File: config.mk
export PLATFORM = sky130hd
export DESIGN_NAME = decode_pipe_ctrl
export DESIGN_NICKNAME = d
export VERILOG_FILES = /design/src/rtl/decode_pipe_ctrl_pkg.sv /design/src/rtl/decode_pipe_ctrl_sat_counter.sv /design/src/rtl/decode_pipe_ctrl.sv
export SDC_FILE = /design/constraint.sdc
export NUM_CORES = 1
export LEC_CHECK = 0
export CAP_MARGIN = 5
export CORE_ASPECT_RATIO = 1.25
export CORE_MARGIN = 2
export CORE_UTILIZATION = 44
export DETAILED_ROUTE_END_ITERATION = 6
export PLACE_DENSITY = 0.88
export SKIP_LAST_GASP = 1
export SLEW_MARGIN = 0
export SYNTH_ARGS = -nofsm -noshare
export SYNTH_HDL_FRONTEND = slang
export SYNTH_SLANG_ARGS = --single-unit
File: constraint.sdc
create_clock -name clk -period 6.45 [get_ports clk]
set_clock_uncertainty 0.05 [all_clocks]
set_input_delay 1.935 -clock clk [delete_from_list [all_inputs] [get_ports clk]]
set_output_delay 1.935 -clock clk [all_outputs]
set_load 0.005 [all_outputs]
File: src/rtl/decode_pipe_ctrl_pkg.sv
// Shared definitions for the decode-stage pipeline controller:
// register address width, NOP encoding and controller state encodings.
package decode_pipe_ctrl_pkg;

    localparam int REG_ADDR_W = 5;

    // NOP is the all-zero instruction word
    localparam logic [31:0] NOP_INSTR = 32'h0000_0000;

    typedef enum logic [1:0] {
        PIPE_RUN   = 2'd0,
        PIPE_STALL = 2'd1,
        PIPE_FLUSH = 2'd2
    } pipe_state_t;

endpackage

File: src/rtl/decode_pipe_ctrl_sat_counter.sv
// Saturating up-counter with increment enable; sticks at all-ones.
module sat_counter #(
    parameter int W = 16
) (
    input  logic         clk,
    input  logic         reset,
    input  logic         inc,
    output logic [W-1:0] count
);

    always_ff @(posedge clk or posedge reset) begin
        if (reset)
            count <= '0;
        else if (inc && (count != '1))
            count <= count + W'(1);
    end

endmodule

File: src/rtl/decode_pipe_ctrl.sv
// Pipeline register control around decode: stall freezes fetch and IF/D,
// flush squashes younger work, counters and a watchdog observe the stalls.
module decode_pipe_ctrl
    import decode_pipe_ctrl_pkg::*;
#(
    parameter int XLEN      = 32,
    parameter int CNT_W     = 16,
    parameter int MAX_STALL = 4
) (
    input  logic                  clk,
    input  logic                  reset,
    input  logic                  stall,
    input  logic                  flush,
    input  logic                  if_valid,
    input  logic [XLEN-1:0]       if_pc,
    input  logic [XLEN-1:0]       if_instr,
    input  logic                  d_regwrite,
    input  logic [REG_ADDR_W-1:0] d_dest_reg,
    input  logic                  d_memread,
    input  logic                  d_memwrite,
    output logic                  pc_write,
    output logic                  ifd_valid,
    output logic [XLEN-1:0]       ifd_pc,
    output logic [XLEN-1:0]       ifd_instr,
    output logic                  ex_valid,
    output logic [XLEN-1:0]       ex_pc,
    output logic                  ex_regwrite,
    output logic [REG_ADDR_W-1:0] ex_dest_reg,
    output logic                  ex_memread,
    output logic                  ex_memwrite,
    output logic                  m_regwrite,
    output logic [REG_ADDR_W-1:0] m_dest_reg,
    output logic [CNT_W-1:0]      stall_cycles,
    output logic [CNT_W-1:0]      flush_count,
    output logic                  stall_err
);

    localparam int RUN_W = $clog2(MAX_STALL + 1);
    localparam logic [RUN_W-1:0] MAX_RUN = RUN_W'(MAX_STALL);

    pipe_state_t      state, state_next;
    logic [RUN_W-1:0] run_cnt, run_next;
    logic             eff_stall;

    // Flush overrides a stall raised in the same cycle
    assign eff_stall = stall & ~flush;
    assign pc_write  = ~eff_stall;

    always_ff @(posedge clk or posedge reset) begin
        if (reset) begin
            ifd_valid <= 1'b0;
            ifd_pc    <= '0;
            ifd_instr <= XLEN'(NOP_INSTR);
        end else if (flush) begin
            ifd_valid <= 1'b0;
            ifd_instr <= XLEN'(NOP_INSTR);
        end else if (!eff_stall) begin
            ifd_valid <= if_valid;
            ifd_pc    <= if_pc;
            ifd_instr <= if_instr;
        end
    end

    // r0 writes are never flagged so the hazard detector cannot stall on them
    always_ff @(posedge clk or posedge reset) begin
        if (reset) begin
            ex_valid    <= 1'b0;
            ex_pc       <= '0;
            ex_regwrite <= 1'b0;
            ex_dest_reg <= '0;
            ex_memread  <= 1'b0;
            ex_memwrite <= 1'b0;
        end else if (flush || eff_stall) begin
            ex_valid    <= 1'b0;
            ex_regwrite <= 1'b0;
            ex_dest_reg <= '0;
            ex_memread  <= 1'b0;
            ex_memwrite <= 1'b0;
        end else begin
            ex_valid    <= ifd_valid;
            ex_pc       <= ifd_pc;
            ex_regwrite <= d_regwrite & ifd_valid & (d_dest_reg != '0);
            ex_dest_reg <= d_dest_reg;
            ex_memread  <= d_memread & ifd_valid;
            ex_memwrite <= d_memwrite & ifd_valid;
        end
    end

    // The branch sits in EX during a flush, so EX/M is never squashed
    always_ff @(posedge clk or posedge reset) begin
        if (reset) begin
            m_regwrite <= 1'b0;
            m_dest_reg <= '0;
        end else begin
            m_regwrite <= ex_regwrite;
            m_dest_reg <= ex_dest_reg;
        end
    end

    always_ff @(posedge clk or posedge reset) begin
        if (reset) begin
            state     <= PIPE_RUN;
            run_cnt   <= '0;
            stall_err <= 1'b0;
        end else begin
            state     <= state_next;
            run_cnt   <= run_next;
            stall_err <= stall_err | (run_next >= MAX_RUN);
        end
    end

    // A stall run continues only while already in STALL; otherwise it restarts
    always_comb begin
        state_next = PIPE_RUN;
        run_next   = '0;
        if (flush)
            state_next = PIPE_FLUSH;
        else if (eff_stall)
            state_next = PIPE_STALL;
        if (eff_stall) begin
            if (state != PIPE_STALL)
                run_next = RUN_W'(1);
            else if (run_cnt == MAX_RUN)
                run_next = run_cnt;
            else
                run_next = run_cnt + RUN_W'(1);
        end
    end

    sat_counter #(.W(CNT_W)) u_stall_cnt (
        .clk   (clk),
        .reset (reset),
        .inc   (eff_stall),
        .count (stall_cycles)
    );

    sat_counter #(.W(CNT_W)) u_flush_cnt (
        .clk   (clk),
        .reset (reset),
        .inc   (flush),
        .count (flush_count)
    );

endmodule

==> flow_summary.json <==
{
  "start_kind": "primary input",
  "synth_area_um2": 5990,
  "ys_ff_latch": 150,
  "routed_wirelength_um": 14700,
  "tightest_slew_ns": 0.862,
  "max_cap_violations": 0,
  "drtIter0Drc": 136,
  "cpMostUsedCell": "clkdlybuf4s50_1",
  "vdd_drop_max_v": 0.000191,
  "std_cell_rows": 47,
  "clk_pin_slew_ns": 0.06,
  "yosys.area.top_type": "dfrtp_1",
  "cts_tree": "yes",
  "total_power_mw": 2.75,
  "n_fill_cell": 964,
  "dieArea_um2": 14600,
  "maxSlewViolCount": 0,
  "finalInstanceArea_um2": 8960,
  "nets": 753,
  "coreArea_um2": 13300,
  "avgRoutedWirePerCell_um": 17.2,
  "via_count": 4387,
  "hold_depth": 0,
  "min_path_type": "reg2reg",
  "hp-start": "ex_dest_reg[1]$_DFF_PP0_",
  "antenna_left": 0,
  "gp_congestion": 0.789,
  "gr-total-overflow": 0,
  "cp_data_arrival_time_ns": 3.36,
  "cp_data_required_time_ns": 4.47,
  "instances_no_fill": 855,
  "fp.dieW_um": 108,
  "cp-end-kind": "output port",
  "syn_area_per_cell_um2": 13.6,
  "holdWs_ns": 0.323,
  "dp_hpwl_um": 10400,
  "status": "finished clean",
  "synthToLayoutAreaGrowth_pct": 49.5,
  "grt_max_degree": 91,
  "final_cell_mix": "clkdlybuf4s50_1, dfrtp_1, mux2_2",
  "max_slew_margin_pct": 42.5,
  "cp_max_fo": 8,
  "grt_pass1_wl_um": 23800,
  "hold_viol_final": 0,
  "vias_per_cell": 5.13,
  "grt_pass1_vias": 4796,
  "synth_cell_type_count": 38,
  "period_minus_slack_ns": 5.34,
  "leakage_nw": 3.87,
  "first_pass_iters": 4,
  "synth_area_leaders": "dfrtp_1, mux2_2, mux2i_1",
  "worst-setup-path-type": "in2out",
  "port-buffer-count": 222,
  "finalWorstSetupSlack_ns": 1.11,
  "setup_viol": 0,
  "ff2ff_path_depth": 5,
  "r2r-end": "u_flush_cnt.count[1]$_DFFE_PP0P_",
  "synth_top_area_share_pct": 62.7,
  "cts_hold_buf": 0,
  "ys.warnings.count": 0,
  "layout-drive-gt1-share_pct": 16.8,
  "io_pins": 223,
  "placed_cells": 824,
  "whs_endpoint": "m_dest_reg[1]$_DFF_PP0_",
  "antenna_found_initial": 0,
  "fin_crit_sh_pct": 82.8,
  "fmax_mhz": 187,
  "crit_chain": "clkdlybuf4s50_1, nand2b_1, clkdlybuf4s50_1",
  "critPathMaxStageDelay_ns": 0.57,
  "rrSetupSlack_ns": 4.41,
  "start_util_pct": 45.1,
  "drc_errors": 0,
  "tns_ns": 0,
  "clockBufferDepth": 2,
  "rsz0062_at_grt": "no",
  "numCtsBuffers": 17,
  "ys_seq_area_share_pct": 62.7,
  "cp_slowest_cell": "clkdlybuf4s50_1",
  "track_usage_pct": 20.9,
  "ctsResizeCount": 0,
  "powerDensity_nw_per_um2": 307,
  "dieHeight_um": 134,
  "syn_nets": 523,
  "post-cts-setup-buffers": 0,
  "syn_inst": 442,
  "cts_htree_levels": 4,
  "post-route-util_pct": 67.4,
  "mostFrequentLayoutCell": "clkdlybuf4s50_1",
  "clock_sinks": 150,
  "reg.largest.list": "ex_pc x32, ifd_instr x32, ifd_pc x32",
  "timing.rr.start": "u_flush_cnt.count[0]$_DFFE_PP0P_",
  "place_area_um2": 8390,
  "clkLatencyLatePin_ns": 0.40,
  "diodes": 0,
  "cts_root_buf": "clkbuf_16",
  "pre_cts_ws_ns": 1.14
}
[Yosys cell counts]
library cell and number:
nor3_2 1, nor3b_1 1, ha_1 4, mux2_4 1, and4_4 1, xnor2_1 17
nand2b_1 1, nand4_2 1, o21ai_0 1, inv_1 7, a31oi_1 4, nand2_1 15
xor2_1 3, o211ai_1 4, o21ai_2 1, o311a_1 1, buf_4 1, or2_2 1
mux2i_1 33, and3_1 8, o21a_1 6, or3_1 1, nor4_1 1, buf_1 3
a21oi_1 8, and4_1 3, dfrtp_1 150, buf_6 1, nor3_1 3, nor4_4 2
buf_2 11, nand3_2 1, mux2_2 67, and2_1 9, or3_4 1, nand4_1 9
nor2_1 43, nand3_1 17
[cell families (layout without fill, tap and decap cells)]
group,after synthesis,in the layout,synth area share [%]
AND/OR/NAND/NOR,119,119,10.6
XOR/XNOR,20,20,2.92
adder cells (fa/ha/maj),4,4,0.835
buffers and inverters,23,265,1.86
AO/OA/AOI/OAI,25,25,2.74
flip-flops,150,150,62.7
multiplexers,101,101,18.4
[layer usage]
| layer | part of all wire, % | wire length [µm] | track usage [%] | vias to the layer above |
|---|---|---|---|---|
| li1 | - | - | - | 2003 |
| met1 | 38 | 5590 | 23.0 | 2175 |
| met2 | 53 | 7750 | 37.5 | 180 |
| met3 | 6.7 | 992 | 6.37 | 29 |
| met4 | 2.6 | 386 | 7.91 | 0 |
| met5 | 0 | 0 | 0 | - |
[report_power, final]
part	internal [mW]	switching, mW	leakage, nW
clock network	0.578	0.370	0.283
logic	0.391	0.212	1.69
registers	1.08	0.119	1.89
total	2.05	0.701	3.87
[worst max-delay path by stage]
| stage | cells past startpoint | endpoint | startpoint |
|---|---|---|---|
| floorplan | 1 | ex_dest_reg[0]$_DFF_PP0_ | reset |
| global placement | 3 | pc_write | flush |
| detailed placement | 3 | pc_write | flush |
| CTS | 3 | pc_write | flush |
| global route | 3 | pc_write | flush |
| finish | 3 | pc_write | flush |
[area by class of cell]
type,count,area [µm²],area share [%]
Tap cell,171,214,2.39
Timing Repair Buffer,227,2250,25.2
Clock buffer,19,443,4.94
Multi-Input combinational cell,269,2130,23.8
Sequential cell,150,3750,41.9
Inverter,7,31.3,0.349
Clock inverter,12,128,1.42
[worst max-delay path: cells and delay by family]
family        cells  cell delay [ns]
simple gates      1             0.34
buf+inv           2             1.08
(Power assumes the default switching activity.)
